==> src/rtl/tpm_access_sequencer_if.sv <==
// Request/response bundle between the three requesting ports, the access
// sequencer and the single-port SRAM macro. The sequencer uses the slave
// view; requesters and the SRAM sit on the master view.
interface tpm_access_sequencer_if #(
   parameter int ADDR_W = 8,
   parameter int DATA_W = 32
);

   logic              port1_valid;
   logic              port2_valid;
   logic              port3_valid;
   logic              port1_we;
   logic              port2_we;
   logic              port3_we;
   logic [ADDR_W-1:0] port1_addr;
   logic [ADDR_W-1:0] port2_addr;
   logic [ADDR_W-1:0] port3_addr;
   logic [DATA_W-1:0] port1_wdata;
   logic [DATA_W-1:0] port2_wdata;
   logic [DATA_W-1:0] port3_wdata;
   logic [2:0]        port_priority;

   logic              ready;
   logic              halt;

   logic              mem_en;
   logic              mem_we;
   logic [ADDR_W-1:0] mem_addr;
   logic [DATA_W-1:0] mem_wdata;
   logic [DATA_W-1:0] mem_rdata;

   logic              port1_rvalid;
   logic              port2_rvalid;
   logic              port3_rvalid;
   logic [DATA_W-1:0] port1_rdata;
   logic [DATA_W-1:0] port2_rdata;
   logic [DATA_W-1:0] port3_rdata;

   modport slave (
      input  port1_valid, port2_valid, port3_valid,
      input  port1_we, port2_we, port3_we,
      input  port1_addr, port2_addr, port3_addr,
      input  port1_wdata, port2_wdata, port3_wdata,
      input  port_priority,
      output ready, halt,
      output mem_en, mem_we, mem_addr, mem_wdata,
      input  mem_rdata,
      output port1_rvalid, port2_rvalid, port3_rvalid,
      output port1_rdata, port2_rdata, port3_rdata
   );

   modport master (
      output port1_valid, port2_valid, port3_valid,
      output port1_we, port2_we, port3_we,
      output port1_addr, port2_addr, port3_addr,
      output port1_wdata, port2_wdata, port3_wdata,
      output port_priority,
      input  ready, halt,
      input  mem_en, mem_we, mem_addr, mem_wdata,
      output mem_rdata,
      input  port1_rvalid, port2_rvalid, port3_rvalid,
      input  port1_rdata, port2_rdata, port3_rdata
   );

endinterface

==> src/rtl/tpm_access_sequencer.sv <==
// Accepts one batch of up to three port requests, issues them to a
// single-port SRAM one per cycle in the order given by the priority captured
// at accept, and returns read data to the originating port two cycles after
// each read is issued. halt freezes the upstream priority FSM while busy.
module tpm_access_sequencer #(
   parameter int ADDR_W = 8,
   parameter int DATA_W = 32
) (
   input  logic                  clk,
   input  logic                  reset_n,
   tpm_access_sequencer_if.slave bus
);

   typedef enum logic [0:0] {
      IDLE  = 1'b0,
      ISSUE = 1'b1
   } state_t;

   localparam logic [2:0] PRIORITY_123 = 3'd0;
   localparam logic [2:0] PRIORITY_132 = 3'd1;
   localparam logic [2:0] PRIORITY_213 = 3'd2;
   localparam logic [2:0] PRIORITY_231 = 3'd3;
   localparam logic [2:0] PRIORITY_312 = 3'd4;
   localparam logic [2:0] PRIORITY_321 = 3'd5;

   // Port service order as three 2-bit port indices, first in [1:0].
   // Encodings 6 and 7 fall back to 1-2-3.
   function automatic logic [5:0] decode_order(input logic [2:0] prio);
      logic [5:0] ord;
      case (prio)
         PRIORITY_123: ord = {2'd2, 2'd1, 2'd0};
         PRIORITY_132: ord = {2'd1, 2'd2, 2'd0};
         PRIORITY_213: ord = {2'd2, 2'd0, 2'd1};
         PRIORITY_231: ord = {2'd0, 2'd2, 2'd1};
         PRIORITY_312: ord = {2'd1, 2'd0, 2'd2};
         PRIORITY_321: ord = {2'd0, 2'd1, 2'd2};
         default:      ord = {2'd2, 2'd1, 2'd0};
      endcase
      return ord;
   endfunction

   // First port in priority order whose mask bit is still set: {hit, index}.
   // Walking from the last slot back to the first lets the earliest win.
   function automatic logic [2:0] pick_next(input logic [2:0] prio,
                                            input logic [2:0] mask);
      logic [5:0] ord;
      logic [1:0] id;
      logic [2:0] res;
      ord = decode_order(prio);
      res = 3'b000;
      for (int i = 2; i >= 0; i--) begin
         id = ord[i*2 +: 2];
         if (mask[id]) res = {1'b1, id};
      end
      return res;
   endfunction

   state_t            state_q, state_d;

   logic [2:0]        req_valid;
   logic [2:0]        req_we;
   logic [ADDR_W-1:0] req_addr  [3];
   logic [DATA_W-1:0] req_wdata [3];

   logic [2:0]        mask_q;
   logic [2:0]        we_q;
   logic [2:0]        prio_q;
   logic [ADDR_W-1:0] addr_q  [3];
   logic [DATA_W-1:0] wdata_q [3];

   logic              mem_we_hold_q;
   logic [ADDR_W-1:0] mem_addr_hold_q;
   logic [DATA_W-1:0] mem_wdata_hold_q;

   logic [2:0]        pick;
   logic              pick_hit;
   logic [1:0]        pick_sel;
   logic [2:0]        pick_onehot;
   logic [2:0]        mask_rest;

   logic              accept;
   logic              issue;
   logic              ready;
   logic              halt;
   logic              mem_en;
   logic              mem_we;
   logic [ADDR_W-1:0] mem_addr;
   logic [DATA_W-1:0] mem_wdata;

   logic              rd_vld_p0;
   logic [1:0]        rd_id_p0;
   logic [2:0]        rvalid_p1;
   logic [DATA_W-1:0] rdata_p1 [3];

   // Gather the three request ports into indexable form.
   always_comb begin
      req_valid    = {bus.port3_valid, bus.port2_valid, bus.port1_valid};
      req_we       = {bus.port3_we, bus.port2_we, bus.port1_we};
      req_addr[0]  = bus.port1_addr;
      req_addr[1]  = bus.port2_addr;
      req_addr[2]  = bus.port3_addr;
      req_wdata[0] = bus.port1_wdata;
      req_wdata[1] = bus.port2_wdata;
      req_wdata[2] = bus.port3_wdata;
   end

   assign pick        = pick_next(prio_q, mask_q);
   assign pick_hit    = pick[2];
   assign pick_sel    = pick[1:0];
   assign pick_onehot = 3'b001 << pick_sel;
   assign mask_rest   = mask_q & ~pick_onehot;

   // State register; reset abandons any batch in flight.
   always_ff @(posedge clk or negedge reset_n) begin
      if (!reset_n) state_q <= IDLE;
      else          state_q <= state_d;
   end

   // Next state and SRAM drive; the memory bus holds its last issued value
   // whenever no access is made.
   always_comb begin
      state_d   = state_q;
      ready     = 1'b0;
      halt      = 1'b1;
      accept    = 1'b0;
      issue     = 1'b0;
      mem_en    = 1'b0;
      mem_we    = mem_we_hold_q;
      mem_addr  = mem_addr_hold_q;
      mem_wdata = mem_wdata_hold_q;
      case (state_q)
         IDLE: begin
            ready = 1'b1;
            halt  = 1'b0;
            if (|req_valid) begin
               accept  = 1'b1;
               state_d = ISSUE;
            end
         end
         ISSUE: begin
            if (pick_hit) begin
               issue     = 1'b1;
               mem_en    = 1'b1;
               mem_we    = we_q[pick_sel];
               mem_addr  = addr_q[pick_sel];
               mem_wdata = wdata_q[pick_sel];
            end
            if (!pick_hit || mask_rest == 3'b000) state_d = IDLE;
         end
         default: state_d = IDLE;
      endcase
   end

   // Batch capture at accept; each issue retires one mask bit.
   always_ff @(posedge clk or negedge reset_n) begin
      if (!reset_n) begin
         mask_q <= '0;
         we_q   <= '0;
         prio_q <= '0;
         for (int i = 0; i < 3; i++) begin
            addr_q[i]  <= '0;
            wdata_q[i] <= '0;
         end
      end else if (accept) begin
         mask_q <= req_valid;
         we_q   <= req_we;
         prio_q <= bus.port_priority;
         for (int i = 0; i < 3; i++) begin
            addr_q[i]  <= req_addr[i];
            wdata_q[i] <= req_wdata[i];
         end
      end else if (issue) begin
         mask_q <= mask_rest;
      end
   end

   // Remember the last issued access so the SRAM bus stays put when idle.
   always_ff @(posedge clk or negedge reset_n) begin
      if (!reset_n) begin
         mem_we_hold_q    <= 1'b0;
         mem_addr_hold_q  <= '0;
         mem_wdata_hold_q <= '0;
      end else if (issue) begin
         mem_we_hold_q    <= mem_we;
         mem_addr_hold_q  <= mem_addr;
         mem_wdata_hold_q <= mem_wdata;
      end
   end

   // Stage p0: note which port a read was issued for; the SRAM returns data
   // during the following cycle. Runs independently of the FSM state.
   always_ff @(posedge clk or negedge reset_n) begin
      if (!reset_n) begin
         rd_vld_p0 <= 1'b0;
         rd_id_p0  <= 2'd0;
      end else begin
         rd_vld_p0 <= issue && !mem_we;
         if (issue) rd_id_p0 <= pick_sel;
      end
   end

   // Stage p1: capture SRAM data into the originating port and pulse rvalid.
   always_ff @(posedge clk or negedge reset_n) begin
      if (!reset_n) begin
         rvalid_p1 <= '0;
         for (int i = 0; i < 3; i++) rdata_p1[i] <= '0;
      end else begin
         rvalid_p1 <= '0;
         if (rd_vld_p0) begin
            rvalid_p1[rd_id_p0] <= 1'b1;
            rdata_p1[rd_id_p0]  <= bus.mem_rdata;
         end
      end
   end

   assign bus.ready        = ready;
   assign bus.halt         = halt;
   assign bus.mem_en       = mem_en;
   assign bus.mem_we       = mem_we;
   assign bus.mem_addr     = mem_addr;
   assign bus.mem_wdata    = mem_wdata;
   assign bus.port1_rvalid = rvalid_p1[0];
   assign bus.port2_rvalid = rvalid_p1[1];
   assign bus.port3_rvalid = rvalid_p1[2];
   assign bus.port1_rdata  = rdata_p1[0];
   assign bus.port2_rdata  = rdata_p1[1];
   assign bus.port3_rdata  = rdata_p1[2];

endmodule

==> src/flat_wrapper.sv <==
// flat-port wrapper written by rule: the top's interface ports become plain ports
module tpm_access_sequencer_flat 
#(
   parameter int ADDR_W = 8,
   parameter int DATA_W = 32
)
  (clk, reset_n, bus_port1_valid, bus_port2_valid, bus_port3_valid, bus_port1_we, bus_port2_we, bus_port3_we, bus_port1_addr, bus_port2_addr, bus_port3_addr, bus_port1_wdata, bus_port2_wdata, bus_port3_wdata, bus_port_priority, bus_ready, bus_halt, bus_mem_en, bus_mem_we, bus_mem_addr, bus_mem_wdata, bus_mem_rdata, bus_port1_rvalid, bus_port2_rvalid, bus_port3_rvalid, bus_port1_rdata, bus_port2_rdata, bus_port3_rdata);
  tpm_access_sequencer_if #(.ADDR_W(ADDR_W), .DATA_W(DATA_W)) bus_i ();
  input  logic clk;
  input  logic reset_n;
  input wire logic [$bits(bus_i.port1_valid)-1:0] bus_port1_valid;
  input wire logic [$bits(bus_i.port2_valid)-1:0] bus_port2_valid;
  input wire logic [$bits(bus_i.port3_valid)-1:0] bus_port3_valid;
  input wire logic [$bits(bus_i.port1_we)-1:0] bus_port1_we;
  input wire logic [$bits(bus_i.port2_we)-1:0] bus_port2_we;
  input wire logic [$bits(bus_i.port3_we)-1:0] bus_port3_we;
  input wire logic [$bits(bus_i.port1_addr)-1:0] bus_port1_addr;
  input wire logic [$bits(bus_i.port2_addr)-1:0] bus_port2_addr;
  input wire logic [$bits(bus_i.port3_addr)-1:0] bus_port3_addr;
  input wire logic [$bits(bus_i.port1_wdata)-1:0] bus_port1_wdata;
  input wire logic [$bits(bus_i.port2_wdata)-1:0] bus_port2_wdata;
  input wire logic [$bits(bus_i.port3_wdata)-1:0] bus_port3_wdata;
  input wire logic [$bits(bus_i.port_priority)-1:0] bus_port_priority;
  output wire logic [$bits(bus_i.ready)-1:0] bus_ready;
  output wire logic [$bits(bus_i.halt)-1:0] bus_halt;
  output wire logic [$bits(bus_i.mem_en)-1:0] bus_mem_en;
  output wire logic [$bits(bus_i.mem_we)-1:0] bus_mem_we;
  output wire logic [$bits(bus_i.mem_addr)-1:0] bus_mem_addr;
  output wire logic [$bits(bus_i.mem_wdata)-1:0] bus_mem_wdata;
  input wire logic [$bits(bus_i.mem_rdata)-1:0] bus_mem_rdata;
  output wire logic [$bits(bus_i.port1_rvalid)-1:0] bus_port1_rvalid;
  output wire logic [$bits(bus_i.port2_rvalid)-1:0] bus_port2_rvalid;
  output wire logic [$bits(bus_i.port3_rvalid)-1:0] bus_port3_rvalid;
  output wire logic [$bits(bus_i.port1_rdata)-1:0] bus_port1_rdata;
  output wire logic [$bits(bus_i.port2_rdata)-1:0] bus_port2_rdata;
  output wire logic [$bits(bus_i.port3_rdata)-1:0] bus_port3_rdata;
  assign bus_i.port1_valid = bus_port1_valid;
  assign bus_i.port2_valid = bus_port2_valid;
  assign bus_i.port3_valid = bus_port3_valid;
  assign bus_i.port1_we = bus_port1_we;
  assign bus_i.port2_we = bus_port2_we;
  assign bus_i.port3_we = bus_port3_we;
  assign bus_i.port1_addr = bus_port1_addr;
  assign bus_i.port2_addr = bus_port2_addr;
  assign bus_i.port3_addr = bus_port3_addr;
  assign bus_i.port1_wdata = bus_port1_wdata;
  assign bus_i.port2_wdata = bus_port2_wdata;
  assign bus_i.port3_wdata = bus_port3_wdata;
  assign bus_i.port_priority = bus_port_priority;
  assign bus_ready = bus_i.ready;
  assign bus_halt = bus_i.halt;
  assign bus_mem_en = bus_i.mem_en;
  assign bus_mem_we = bus_i.mem_we;
  assign bus_mem_addr = bus_i.mem_addr;
  assign bus_mem_wdata = bus_i.mem_wdata;
  assign bus_i.mem_rdata = bus_mem_rdata;
  assign bus_port1_rvalid = bus_i.port1_rvalid;
  assign bus_port2_rvalid = bus_i.port2_rvalid;
  assign bus_port3_rvalid = bus_i.port3_rvalid;
  assign bus_port1_rdata = bus_i.port1_rdata;
  assign bus_port2_rdata = bus_i.port2_rdata;
  assign bus_port3_rdata = bus_i.port3_rdata;
  tpm_access_sequencer #(.ADDR_W(ADDR_W), .DATA_W(DATA_W)) u_core (.clk(clk), .reset_n(reset_n), .bus(bus_i));
endmodule
==> config.mk <==
export PLATFORM = sky130hd
export DESIGN_NAME = tpm_access_sequencer_flat
export DESIGN_NICKNAME = d
export VERILOG_FILES = /design/src/rtl/tpm_access_sequencer_if.sv /design/src/rtl/tpm_access_sequencer.sv /design/src/flat_wrapper.sv
export SDC_FILE = /design/constraint.sdc
export NUM_CORES = 1
export LEC_CHECK = 0
export ABC_AREA = 1
export CELL_PAD_IN_SITES_DETAIL_PLACEMENT = 1
export CELL_PAD_IN_SITES_GLOBAL_PLACEMENT = 1
export CORE_MARGIN = 2
export CORE_UTILIZATION = 36
export DETAILED_ROUTE_END_ITERATION = 6
export PLACE_DENSITY_LB_ADDON = 0.08
export SLEW_MARGIN = 25
export SYNTH_ARGS = -nofsm -noshare
export SYNTH_HDL_FRONTEND = slang
export SYNTH_SLANG_ARGS = --single-unit
==> constraint.sdc <==
create_clock -name clk -period 2.55 [get_ports clk]
set_input_delay 0.51 -clock clk [delete_from_list [all_inputs] [get_ports clk]]
set_output_delay 0.51 -clock clk [all_outputs]
set_load 0.01 [all_outputs]
==> results of run 1 <==
routing by layer:
| layer | global-route usage (%) | vias to the layer above | wire (µm) |
|---|---|---|---|
| li1 | - | 5296 | - |
| met1 | 29.8 | 5500 | 17500 |
| met5 | 0 | - | 27 |
| met2 | 41.7 | 295 | 20800 |
| met4 | 5.43 | 4 | 1020 |
| met3 | 4.88 | 72 | 2520 |
logic make-up (layout without fill, tap and decap cells):
logic type	Yosys count	after routing
AOI/OAI and AO/OA	194	194
adders and majority gates	2	2
buffers and inverters	172	569
DFF	273	273
and+or+nand+nor	813	813
repair_timing:
| action | 4_1_cts | 5_1_grt |
|---|---|---|
| setup endpoints to repair | 42 | 43 |
| gates resized for setup | 308 | 113 |
| setup buffers | 32 | 13 |
| endpoints found under the hold margin | 49 | 0 |
| hold buffers | 1 | 0 |
| pin swaps | 53 | 49 |
| gates cloned | 7 | 5 |
how the worst max path moves through the flow:
| stage | start | end | cells after the start |
|---|---|---|---|
| after detailed placement | u_core.prio_q[2]$_DFFE_PN0P_ | bus_mem_addr[3] | 15 |
| after global placement | u_core.prio_q[2]$_DFFE_PN0P_ | bus_mem_wdata[4] | 14 |
| after floorplan | u_core.prio_q[1]$_DFFE_PN0P_ | bus_mem_wdata[23] | 13 |
| after CTS | u_core.prio_q[2]$_DFFE_PN0P_ | bus_mem_wdata[12] | 18 |
| after global routing | u_core.prio_q[1]$_DFFE_PN0P_ | bus_mem_wdata[10] | 16 |
| final | u_core.prio_q[1]$_DFFE_PN0P_ | bus_mem_wdata[10] | 14 |
cells in the final DEF, fill, tap and decap left out, drive strengths merged:
master / count
nor2: 48
clkinvlp: 1
buf: 152
nor3: 3
dlygate4sd3: 1
ha: 2
or2: 2
nand3: 93
clkinv: 10
o31ai: 1
nand2: 667
o21a: 1
dfrtp: 273
a21oi: 86
clkdlybuf4s50: 262
clkbuf: 48
o21ai: 106
bufinv: 5
inv: 90
stage by stage:
| step | utilization (%) | setup slack, ns | hold slack (ns) | area [µm²] |
|---|---|---|---|---|
| finish | 55.8 | -0.800 | 0.451 | 18100 |
| detailed placement | 48.5 | -0.664 | 0.463 | 15700 |
| global placement | 48.5 | -0.579 | 0.461 | 15700 |
| CTS | 54.3 | -0.751 | 0.461 | 17600 |
| floorplan | - | 0.114 | 0.214 | 11800 |
| global route | 55.8 | -0.939 | 0.477 | 18100 |
critical path: cells and delay by family (launching register included):
family	cells	cell delay (ns)
buffers and inverters	7	1.01
DFF	1	0.39
AOI/OAI and AO/OA	3	0.41
and+or+nand+nor	4	0.47
layout make-up:
class,count,area (µm²),share of cell area (%)
clock inverters,13,196,1.09
clock buffers,44,915,5.06
well taps,442,553,3.06
flip-flops and latches,273,6830,37.8
inverters,93,364,2.01
repair buffers,419,4310,23.9
multi-input cells,1009,4900,27.1
flip-flops by register name (all words and copies together), names as in the netlist:
| name | flops |
|---|---|
| u_core.rvalid_p1 | 3 |
| u_core.mem_wdata_hold_q | 32 |
| u_core.wdata_q | 96 |
| u_core.bus.port2_rdata | 32 |
| u_core.bus.port3_rdata | 32 |
| u_core.bus.port1_rdata | 32 |
| u_core.rd_vld_p0 | 1 |
| u_core.mask_q | 3 |
| u_core.rd_id_p0 | 2 |
| u_core.addr_q | 24 |
| u_core.prio_q | 3 |
| u_core.we_q | 3 |
| u_core.mem_we_hold_q | 1 |
| u_core.state_q | 1 |
| u_core.mem_addr_hold_q | 8 |
==> flow_summary.rst, run 1 <==
.. list-table::
   :header-rows: 1

   * - Metric
     - Value
   * - Result of the run
     - finished with violations
   * - Violations in the final reports
     - setup timing
   * - Compound-gate portion of the synthesized area
     - under 10%
   * - TritonCTS clock tree
     - done
   * - DR pass1 iterations
     - 5
   * - Clock root buffer
     - sky130_fd_sc_hd__clkbuf_16
   * - Slowest CP cell
     - sky130_fd_sc_hd__dfrtp_1
   * - Count of flip-flops with a built-in enable after synthesis
     - 0
   * - Path category of the worst min-delay check
     - in -> async
   * - Main combinational cell family by area after synthesis
     - simple AND/OR/NAND/NOR gates
   * - Delay contributed by the slowest stage of the critical path
     - a little under 0.4 ns
   * - Reg2reg path depth
     - 24
   * - Pin count of the biggest net entering global routing
     - 75
   * - Fillers
     - 3807
   * - Drt wl/cell
     - roughly 18 µm
   * - Placeable core region
     - between 30000 and 40000 µm²
   * - Synth top area cells
     - sky130_fd_sc_hd__dfrtp_1 58%, sky130_fd_sc_hd__nand2_1 21%, sky130_fd_sc_hd__o21ai_0 4.4%
   * - Portion of the post-synthesis area used by sequential elements
     - between 50% and 60%
   * - Most Frequent Cell on Critical Path
     - sky130_fd_sc_hd__buf_4
   * - Layout cell share with drive strength beyond 1
     - 21.1%
   * - Area share of xor/xnor cells in the synthesized design
     - 0%
   * - FF-to-FF End
     - u_core.mem_wdata_hold_q[18]$_DFFE_PN0P_
   * - Setup TNS
     - -30.28 ns
   * - Post-detail-place hpwl
     - 25900 µm
   * - Antenna viol nets, final
     - 0
   * - Reg clk slew, reported paths
     - 0.06 ns
   * - Maximum buffer depth of the clock tree
     - 3
   * - GP Congestion
     - about 0.78
   * - Overall die area
     - approximately 34000 µm²
   * - Height of the die
     - 185 µm
   * - Max-cap violations
     - 0
   * - Share of synthesized flip-flops with an asynchronous set or reset
     - between 90% and 100%
   * - Max-Slew Margin vs Limit
     - between 40% and 50%
   * - Area growth from synthesis to layout
     - 53.8%
   * - Minimum clock period after layout
     - 3.35 ns
   * - #FFs+latches synth
     - ~270
   * - Remaining routing DRC violations
     - 0
   * - Count of endpoints failing hold in the final timing report
     - 0
   * - Area share of fa/ha/maj cells after synthesis
     - 0.213%
   * - Starting density of the core
     - a little over a third
   * - Leading cell type by number of instances after synthesis
     - sky130_fd_sc_hd__nand2_1
   * - Ranking of synthesized cells by instance count
     - 665 x sky130_fd_sc_hd__nand2_1, 273 x sky130_fd_sc_hd__dfrtp_1, 103 x sky130_fd_sc_hd__o21ai_0
   * - Via count
     - approximately 11000
   * - Number of I/O pins
     - about 310
   * - Clock sinks
     - roughly 270
   * - Antenna diode count
     - 0
   * - Arrival time at the worst endpoint
     - around 2.8 ns
   * - Req. time, crit path
     - about 2.0 ns
   * - Crit path cell chain
     - buf_4 -> buf_4 -> buf_4 -> o21ai_2 -> nand2_1 -> o21ai_4 -> nor2_4 -> nor2_4 -> buf_12 -> clkbuf_16 -> nand2_1 -> inv_1 -> a21oi_2 -> buf_2
   * - Fraction of post-synthesis cell area in the top cell type by area
     - 58.1%
   * - Fmax achieved
     - a little under 300 MHz
   * - Instance count after placement with tap cells included
     - roughly 2200
   * - GR Util All Layers
     - a little under a quarter
   * - Number of buffers inserted by port buffering
     - a little over 300
   * - Clk_lat worst skew
     - 0.56 ns
   * - Setup ws final
     - -0.800 ns
   * - First-pass GRT wire length
     - 63600 µm
   * - Non-filler instance count after layout
     - about 2300
   * - Setup Viol. Count Final
     - 43
   * - Antenna violations before repair
     - 3
   * - Max Fanout on Critical Path
     - 8
   * - Die span in x
     - 185 µm
   * - Iter 0 DRT Violations
     - 478
   * - Count of warnings emitted by yosys
     - 0
   * - Crit. End Element
     - output port
   * - Area share of and/or/nand/nor cells after synthesis
     - about 27%
   * - Largest area contributor in the netlist
     - sky130_fd_sc_hd__dfrtp_1
   * - Unrepaired setup endpoints after global routing
     - true
   * - Cell area after synthesis
     - 11800 µm²
   * - Final global-route overflow total
     - 0
   * - Distinct cells, synth
     - 24
   * - Setup slack of the worst register-to-register path
     - -0.78 ns
   * - Mean post-synth cell area
     - 8.08 µm²
   * - Measured slew at the worst slew-check pin
     - between 0.8 and 0.9 ns
   * - CTS H-tree lvls
     - 1
   * - Layout Nets
     - 1992
   * - Number of max-slew violations in the final report
     - 0
   * - Crit share post-route
     - 131%
   * - Number of buffers created by CTS
     - 31
   * - Synthesized Nets
     - roughly 1600
   * - Vias in the first global route
     - between 10000 and 15000
   * - Multiplexer share of the synthesized area
     - 0%
   * - Number of instances in the synthesized netlist
     - about 1500
   * - Max Clock Skew
     - 0.0104 ns
   * - Startpoint type of the worst setup path
     - flop
   * - Routed wire length
     - between 40000 and 50000 µm
   * - Number of standard-cell rows in the floorplan
     - between 60 and 70
   * - WS Path Type
     - reg -> out
   * - DR vias/cell
     - 4.87
   * - RR Startpoint
     - u_core.prio_q[2]$_DFFE_PN0P_
   * - Most used DFF post-synth
     - sky130_fd_sc_hd__dfrtp_1
Power of run 1 is not shown: default switching activity piles up to over one toggle a cycle in this logic, so the estimate is an artifact.
==> inputs of run 2 (changes only) <==
--- a/config.mk
+++ b/config.mk
@@ -12,7 +12,9 @@
 export CORE_UTILIZATION = 36
 export DETAILED_ROUTE_END_ITERATION = 6
 export PLACE_DENSITY_LB_ADDON = 0.08
+export SKIP_CTS_REPAIR_TIMING = 1
 export SLEW_MARGIN = 25
 export SYNTH_ARGS = -nofsm -noshare
 export SYNTH_HDL_FRONTEND = slang
 export SYNTH_SLANG_ARGS = --single-unit
+export TNS_END_PERCENT = 50
==> run 2 against run 1 <==
Net effect: clock skew grew 0.0055 ns; the run still ends with setup timing left; wire length shrank 7.5%; via count shrank 3.0%; non-clock buffer count shrank 39; worst setup slack gained 0.10 ns; highest routed layer unchanged; first-iteration DRC count grew 1.5%; fmax grew 3.2%; sequential share of layout area grew 1.7 points; count of clock-buffer cells in the layout is the same; cell count shrank 1.7%; global-route usage shrank 1.7 points.
==> flow_summary.rst, run 2 (synthesis results as in run 1) <==
.. list-table::
   :header-rows: 1

   * - Metric
     - Value
   * - Result of the run
     - finished with violations
   * - Violations in the final reports
     - setup timing
   * - Clock sinks
     - 273 (unchanged)
   * - Path category of the worst min-delay check
     - in -> async
   * - Final non-filler cell area
     - 17300 µm² (-4.4%)
   * - Drt wl/cell
     - 17.2 µm (-5.9%)
   * - Number of buffers created by CTS
     - 31 (unchanged)
   * - First-pass GRT wire length
     - 59800 µm (-6.0%)
   * - Maximum buffer depth of the clock tree
     - 3 (unchanged)
   * - Crit. End Element
     - output port
   * - Overall die area
     - 34100 µm² (unchanged)
   * - Measured slew at the worst slew-check pin
     - 0.831 ns (+0.00134 ns)
   * - Non-filler instance count after layout
     - 2254 (-1.7%)
   * - Die span in x
     - 185 µm (unchanged)
   * - Setup Viol. Count Final
     - 42 (-2.3%)
   * - CTS H-tree lvls
     - 1 (unchanged)
   * - Routed wire length
     - 38700 µm (-7.5%)
   * - Post-detailed-placement cell area
     - 15700 µm² (unchanged)
   * - Remaining routing DRC violations
     - 0 (unchanged)
   * - Net switching power figure
     - between 10 and 15 mW
   * - Most frequent cells in the layout
     - 613 x sky130_fd_sc_hd__nand2_1, 272 x sky130_fd_sc_hd__dfrtp_1, 262 x sky130_fd_sc_hd__clkdlybuf4s50_1
   * - Setup slack of the worst register-to-register path
     - 0.33 ns (+1.11 ns)
   * - GR Util All Layers
     - 22.0% (-1.7 points)
   * - FF-to-FF End
     - u_core.state_q$_DFF_PN0_
   * - Placeable core region
     - 32400 µm² (unchanged)
   * - Layout Nets
     - 1953 (-2.0%)
   * - Post-detail-place hpwl
     - 25900 µm (unchanged)
   * - Clock root buffer
     - sky130_fd_sc_hd__clkbuf_16
   * - Peak supply drop
     - approximately 940 µV
   * - Setup TNS
     - -26.20 ns (+4.08 ns)
   * - Slowest CP cell
     - sky130_fd_sc_hd__dfrtp_2
   * - TritonCTS clock tree
     - done
   * - Antenna viol nets, final
     - 0 (unchanged)
   * - DR pass1 iterations
     - 4 (-1)
   * - Pin count of the biggest net entering global routing
     - 75 (unchanged)
   * - Number of I/O pins
     - 306 (unchanged)
   * - Layout cell share with drive strength beyond 1
     - 16.2% (-4.8 points)
   * - Sum of internal, switching and leakage power
     - between 30 and 40 mW
   * - Power share of the clock group
     - between 10% and 20%
   * - Crit share post-route
     - 127% (-4.1 points)
   * - Power per standard cell area
     - about 1800 nW/µm²
   * - Fillers
     - 3824 (+0.45%)
   * - Crit path max-delay family
     - simple AND/OR/NAND/NOR gates
   * - Flip-flop count of the largest register, all copies and words added
     - 96 (unchanged)
   * - Reg2reg path depth
     - 17 (-29%)
   * - Unrepaired setup endpoints after global routing
     - true
   * - Worst Path Buf+Inv
     - 5 (-2)
   * - GP Congestion
     - 0.777 (unchanged)
   * - Combinational Power Share
     - a little under 60%
   * - Starting density of the core
     - 36.3% (unchanged)
   * - Internal power component
     - between 15 and 20 mW
   * - Delay contributed by the slowest stage of the critical path
     - 0.45 ns (+0.06 ns)
   * - WS Path Type
     - reg -> out
   * - Reg power frac
     - around a quarter
   * - Via count
     - 10800 (-3.0%)
   * - Clk_lat worst skew
     - 0.56 ns (about the same)
   * - Reg clk slew, reported paths
     - 0.06 ns (about the same)
   * - Startpoint type of the worst setup path
     - flop
   * - Final hold slack
     - 0.461 ns (+0.0101 ns)
   * - Number of standard-cell rows in the floorplan
     - 66 (unchanged)
   * - Final global-route overflow total
     - 0 (unchanged)
   * - Number of buffers inserted by port buffering
     - 305 (unchanged)
   * - Fmax achieved
     - 308 MHz (+3.2%)
   * - Iter 0 DRT Violations
     - 485 (+1.5%)
   * - Number of max-slew violations in the final report
     - 0 (unchanged)
   * - Area growth from synthesis to layout
     - 47.0%
   * - Req. time, crit path
     - 2.04 ns (about the same)
   * - Max Clock Skew
     - 0.0159 ns (+0.00553 ns)
   * - Vias in the first global route
     - 11200 (-4.0%)
   * - Largest reg by FF count
     - u_core.wdata_q
   * - Antenna diode count
     - 0 (unchanged)
   * - Minimum clock period after layout
     - 3.25 ns (-0.104 ns)
   * - Antenna violations before repair
     - 2 (-1)
   * - RR Startpoint
     - u_core.prio_q[2]$_DFFE_PN0P_
   * - Max-cap violations
     - 0 (unchanged)
   * - Max-Slew Margin vs Limit
     - 44.6% (-0.089 points)
   * - Most Frequent Cell on Critical Path
     - sky130_fd_sc_hd__nor2_2
   * - Static leakage
     - around 8.6 nW
   * - Leading cell type in the layout, fill and taps excluded
     - sky130_fd_sc_hd__nand2_1
   * - Max Fanout on Critical Path
     - 18 (+10)
   * - DR vias/cell
     - 4.81 (-1.3%)
   * - Setup ws final
     - -0.696 ns (+0.104 ns)
   * - Crit path cell chain
     - inv_2 -> ha_4 -> nand2_2 -> o21ai_2 -> nor2_2 -> nor2_2 -> nand3_1 -> nor2_2 -> nor2_4 -> buf_6 -> buf_12 -> nand2_1 -> inv_1 -> a21oi_2 -> buf_2
   * - Count of endpoints failing hold in the final timing report
     - 0 (unchanged)
   * - Instance count after placement with tap cells included
     - 2183 (unchanged)
   * - Height of the die
     - 185 µm (unchanged)
   * - Switching portion of total power
     - a little over two fifths
   * - Arrival time at the worst endpoint
     - 2.74 ns (-0.10 ns)
==> run 2: worst max path at each step <==
stage / startpoint / endpoint / slack [ns] / depth (start not counted)
2_1_floorplan: u_core.prio_q[1]$_DFFE_PN0P_ / bus_mem_wdata[23] / 0.11 / 13
3_3_place_gp: u_core.prio_q[2]$_DFFE_PN0P_ / bus_mem_wdata[4] / -0.58 / 14
3_5_place_dp: u_core.prio_q[2]$_DFFE_PN0P_ / bus_mem_addr[3] / -0.66 / 15
4_1_cts: u_core.prio_q[2]$_DFFE_PN0P_ / bus_mem_addr[3] / -1.32 / 15
5_1_grt: u_core.prio_q[2]$_DFFE_PN0P_ / bus_mem_addr[3] / -0.85 / 13
6_report: u_core.prio_q[2]$_DFFE_PN0P_ / bus_mem_addr[6] / -0.70 / 15
==> run 2: power by group through the flow <==
stage	registers (mW)	logic, mW	clock network (mW)
floorplan	7.88	8.36	0
global placement	7.69	16.5	0
detailed placement	7.76	16.9	0
CTS	7.73	17.0	4.92
global route	8.01	20.3	5.08
finish	7.76	18.3	4.80
==> run 2: area by class of cell <==
cell class | instances | area, µm² | share of cell area (%)
timing repair buffer | 380 | 3810 | 22.0
clock inverter | 13 | 196 | 1.14
tap | 442 | 553 | 3.20
multi-input combinational | 1009 | 4620 | 26.7
sequential | 273 | 6830 | 39.5
inverter | 93 | 362 | 2.09
clock buffer | 44 | 915 | 5.29
==> run 2: routing by layer <==
metal | up-vias | track usage (%) | wire length [µm] | share of wire [%]
met5 | - | 0 | 27 | 0.070
met1 | 5297 | 28.4 | 16800 | 43
met2 | 269 | 37.9 | 18600 | 48
met4 | 4 | 4.51 | 770 | 2.0
met3 | 54 | 4.80 | 2480 | 6.4
li1 | 5211 | - | - | -
==> run 2: through the flow <==
| stage | utilization, % | setup slack (ns) |
|---|---|---|
| after detailed placement | 48.5 | -0.664 |
| after global routing | 53.4 | -0.853 |
| after floorplan | - | 0.114 |
| after CTS | 52.0 | -1.32 |
| final | 53.4 | -0.696 |
| after global placement | 48.5 | -0.579 |
(Power assumes the default switching activity.)
